File: config.mk
export PLATFORM = sky130hd
export DESIGN_NAME = prio_encoder_arb
export DESIGN_NICKNAME = d
export VERILOG_FILES = /design/src/rtl/prio_encoder_arb.sv
export SDC_FILE = /design/constraint.sdc
export NUM_CORES = 1
export LEC_CHECK = 0
export BUFFER_PORTS_ARGS = -buffer_cell sky130_fd_sc_hd__clkbuf_2
export CAP_MARGIN = 20
export CORE_MARGIN = 5
export CORE_UTILIZATION = 35
export DETAILED_ROUTE_END_ITERATION = 10
export SLEW_MARGIN = 20
export SYNTH_ARGS = -nofsm -noshare
export SYNTH_HDL_FRONTEND = slang
export SYNTH_HIERARCHICAL = 1
export SYNTH_SLANG_ARGS = --single-unit
File: constraint.sdc
create_clock -name clk -period 15.9 [get_ports clk]
set_input_delay 3.18 -clock clk [delete_from_list [all_inputs] [get_ports clk]]
set_output_delay 3.18 -clock clk [all_outputs]
set_load 0.01 [all_outputs]
File: src/rtl/prio_encoder_arb.sv
// Registered priority encoder / arbiter with a fixed MSB-first mode and a
// round-robin mode, presented on a valid/ready output stage.

// One lane of the rotator. Rotated bit j maps to req[(j + base) mod N], so the
// highest set rotated bit is the first hit in the search order base-1, base-2, ...
module prio_rot_lane #(
  parameter int N = 16,
  parameter int W = $clog2(N),
  parameter int J = 0
) (
  input  logic [N-1:0] req,
  input  logic [W-1:0] base,
  output logic         hit
);
  localparam logic [W:0] JW = (W+1)'(J);
  localparam logic [W:0] NW = (W+1)'(N);

  logic [W:0] sum;
  logic [W:0] src;

  always_comb begin
    sum = JW + {1'b0, base};
    src = (sum >= NW) ? sum - NW : sum;
    hit = req[src[W-1:0]];
  end
endmodule

module prio_encoder_arb #(
  parameter int N = 16,
  parameter int W = $clog2(N)
) (
  input  logic         clk,
  input  logic         rst,
  input  logic         en,
  input  logic         mode,
  input  logic [N-1:0] req,
  input  logic         out_ready,
  output logic         out_valid,
  output logic [W-1:0] out_idx,
  output logic [N-1:0] out_grant,
  output logic         out_multi
);
  localparam logic [W:0] NW = (W+1)'(N);

  typedef struct packed {
    logic [W-1:0] idx;
    logic [N-1:0] grant;
    logic         multi;
  } res_t;

  logic [W-1:0] ptr;
  logic [W-1:0] base;
  logic [N-1:0] rot;
  logic [W-1:0] win_rot;
  logic [W:0]   win_sum;
  logic [W-1:0] win_idx;
  logic         any_req;
  logic         cap;
  res_t         nxt;
  res_t         res;
  // Single-stage output pipe; index 0 is the capture strobe, index 1 is out_valid.
  logic [1:0]   vld_pipe;

  // Fixed mode is round-robin with the pointer forced to 0.
  assign base = mode ? ptr : '0;

  for (genvar j = 0; j < N; j++) begin : g_lane
    prio_rot_lane #(.N(N), .W(W), .J(j)) u_lane (
      .req  (req),
      .base (base),
      .hit  (rot[j])
    );
  end

  always_comb begin
    win_rot = '0;
    for (int j = 0; j < N; j++)
      if (rot[j]) win_rot = W'(j);
    win_sum = {1'b0, win_rot} + {1'b0, base};
    win_idx = (win_sum >= NW) ? W'(win_sum - NW) : W'(win_sum);
  end

  assign any_req     = |req;
  assign cap         = en & any_req & (~vld_pipe[1] | out_ready);
  assign vld_pipe[0] = cap;

  always_comb begin
    nxt.idx   = win_idx;
    nxt.grant = N'(1) << win_idx;
    nxt.multi = |(req & (req - N'(1)));
  end

  always_ff @(posedge clk) begin
    if (rst) begin
      vld_pipe[1] <= 1'b0;
      res         <= '0;
      ptr         <= '0;
    end else if (cap) begin
      vld_pipe[1] <= 1'b1;
      res         <= nxt;
      if (mode) ptr <= win_idx;
    end else if (out_ready) begin
      // Drain: payload stays at its last value.
      vld_pipe[1] <= 1'b0;
    end
  end

  assign out_valid = vld_pipe[1];
  assign out_idx   = res.idx;
  assign out_grant = res.grant;
  assign out_multi = res.multi;
endmodule
==> impl_metrics.yaml <==
outcome:
  status: "finished, final reports clean"
synth:
  ys_warn_count: 6
  synthesis.nets: 363
  syn_inst: 326
  synthTopCellsByCount: "mux4_1 (49), nand2_1 (29), dfxtp_1 (26)"
  yosysSeqAreaShare_pct: 13.71
  syn_area_per_cell_um2: 11.65
  synthArstFlopShare_pct: 0
  synth.area.top_cells: "mux4_1 (34%), dfxtp_1 (14%), mux4_2 (10%)"
  synth_top_area_share_pct: 33.90
  synth-seq-cells: 26
  synth_edf_count: 0
  yosysTopAreaCell: "mux4_1"
  syn-cell-area_um2: 3797
  yosysMostFrequentCell: "mux4_1"
  ys.flop_type: "dfxtp_1"
  synthDistinctLibCells: 49
cells_and_area:
  nets: 400
  drive_gt1_share_pct: 21.55
  seq_area_um2: 520.5
  areaGrowthSynthToFinish_pct: 10.05
  multiInputGateArea_um2: 3108
  fill_cells: 1050
  antenna_cells: 0
routing:
  drtIter0Drc: 296
  vias_per_cell: 6.189
  wl_mm: 9.735
  drt-wirelength-per-cell_um: 19.39
  ant_nets: 0
  drc: 0
  num_vias: 3107
  drtPass1Iterations: 5
placed_design:
  place_hpwl_mm: 6.006
  place_ws_ps: 7867
  globalplace.congestion: 0.7170
  io_buffers: 42
worst_setup_path:
  timing.rr.start: "ptr[0]$_SDFFE_PP0P_"
  r2r_setup_slack_ps: 10930
  r2r_cells: 19
  crit_arrival_ps: 7950
  timing.rr.end: "out_grant[7]$_SDFFE_PP0P_"
  path_class: "input port to flip-flop"
  crit_path_start_kind: "input port"
  cp_max_fo: 80
  crit_required_ps: 16100
  cp-end-kind: "flip-flop"
global_routing:
  grt_max_degree: 81
  grt_pass1_vias: 3016
  grtUsageTotal_pct: 14.65
  overflow: 0
  antenna_found_initial: 0
  grt_pass1_wl_mm: 15.63
floorplan:
  initial_utilization_pct: 35.34
  ios: 43
  rows: 38
  die_w_um: 114.2
  die_y_um: 114.2
  fp.coreArea_um2: 10750
  dieArea_um2: 13030
clocking:
  cts_hold_repair.buffers: 0
  root_buffer: "clkbuf_8"
  post-cts-setup-buffers: 0
  htreeDepth: 1
  cts_tree: "done"
  clk_pin_slew_worst_paths_ps: 90
  clkSinkCount: 26
  cts_resized: 0
  cts_made_buffers: 3
  clk_latency_ps: 270
  clockBufferDepth: 2
worst_hold_path:
  holdPathEnd: "ptr[2]$_SDFFE_PP0P_"
  hp-class: "flip-flop to flip-flop"
  hold_depth: 2
  hold_start: "ptr[2]$_SDFFE_PP0P_"
timing:
  hold_viol: 0
  fin_ws_ps: 8152
  setup_viol: 0
  worst_pin_slew_ps: 1082
  final.min_clock_period_ps: 7748
  max_freq_ghz: 0.1291
  skew_ps: 6.201
  drv_slew: 0
  post-route-period-util_pct: 48.73
  relSlewSlack_pct: 27.90
  finalSetupTns_ps: 0
  rsz0062_at_grt: "false"
run:
  maxCapViolCount: 0
power:
  p_leak_nw: 1.528
  vdd_drop_max_mv: 0.03416
  power_density_nw_per_um2: 62.38
  finalPower_mw: 0.2607
-- registers in the layout, summed over array words and instances (netlist names) --
register / cells
ptr: 4
out_grant: 16
out_idx: 4
out_multi: 1
out_valid: 1
-- stage by stage --
stage	instance area (um2)	cells	util, %	hold slack, ps
after floorplan	3797	326	-	431.7
after global placement	4108	498	38.23	434.1
after detailed placement	4108	498	38.23	445.9
after CTS	4179	502	38.89	461.5
after global routing	4179	502	38.89	493.6
final	4179	502	38.89	459.0
-- kinds of logic after synthesis --
| family | after synthesis | synth area share [%] |
|---|---|---|
| mux | 90 | 50.41 |
| simple gates | 83 | 10.94 |
| compound gates | 53 | 8.864 |
| buf+inv | 31 | 4.514 |
| flops | 26 | 13.71 |
| xor+xnor | 25 | 5.766 |
| fa+ha+maj | 18 | 5.799 |
-- how the worst max path moves through the flow --
stage                     startpoint                         to  cells after the start
after floorplan                 mode  out_grant[1]$_SDFFE_PP0P_                     17
after global placement          mode  out_grant[1]$_SDFFE_PP0P_                     20
after detailed placement        mode  out_grant[7]$_SDFFE_PP0P_                     20
after CTS                       mode  out_grant[7]$_SDFFE_PP0P_                     20
after global routing            mode  out_grant[7]$_SDFFE_PP0P_                     20
final                           mode  out_grant[7]$_SDFFE_PP0P_                     20
-- power by group --
group          switching, mW  total (mW)  internal [mW]  leakage, nW
Combinational         0.0710       0.133         0.0620         1.28
Clock                 0.0211      0.0548         0.0337       0.0357
Sequential           0.00254      0.0729         0.0704        0.212
-- cell type report --
type | instances | area share, %
clock inverter | 1 | 0.7186
inverter | 17 | 1.527
clock buffer | 3 | 0.9880
sequential | 26 | 12.46
timing repair buffer | 46 | 5.748
tap | 140 | 4.192
multi-input combinational | 269 | 74.37
-- critical path, stage by stage --
cell and delay [ps]:
clkbuf_2 180, and2_4 160, buf_4 800, inv_1 110, ha_1 390, mux4_1 290
mux4_2 510, nor2_1 110, nor3_1 50, nor3_1 160, nor3_1 60, nor3_1 170
o31ai_1 90, ha_1 310, a21oi_1 280, nor2b_1 80, nor2_1 120, xnor2_1 160
or3b_2 510, o21ai_0 170
-- cells in the final DEF, fill, tap and decap left out, types with 2 or more instances in the layout --
cell,instances
a21oi_1,12
and2_1,3
buf_4,4
clkbuf_2,42
clkbuf_8,3
dfxtp_1,26
ha_1,16
inv_1,17
maj3_1,2
mux2_2,3
mux2i_1,21
mux4_1,49
mux4_2,17
nand2_1,29
nand2b_1,2
nand3_1,8
nor2_1,15
nor3_1,11
nor4_1,3
o21a_1,2
o21ai_0,22
o31ai_1,3
o32ai_1,2
or3_1,2
xnor2_1,8
xor2_1,17
-- routing by layer --
layer	track usage (%)	vias up	wire length [um]
met5	0	-	0
met3	2.114	14	594
li1	-	1423	-
met1	18.95	1571	3964
met4	3.880	0	151
met2	25.68	99	5025
Power figures use the tool's default switching activity.
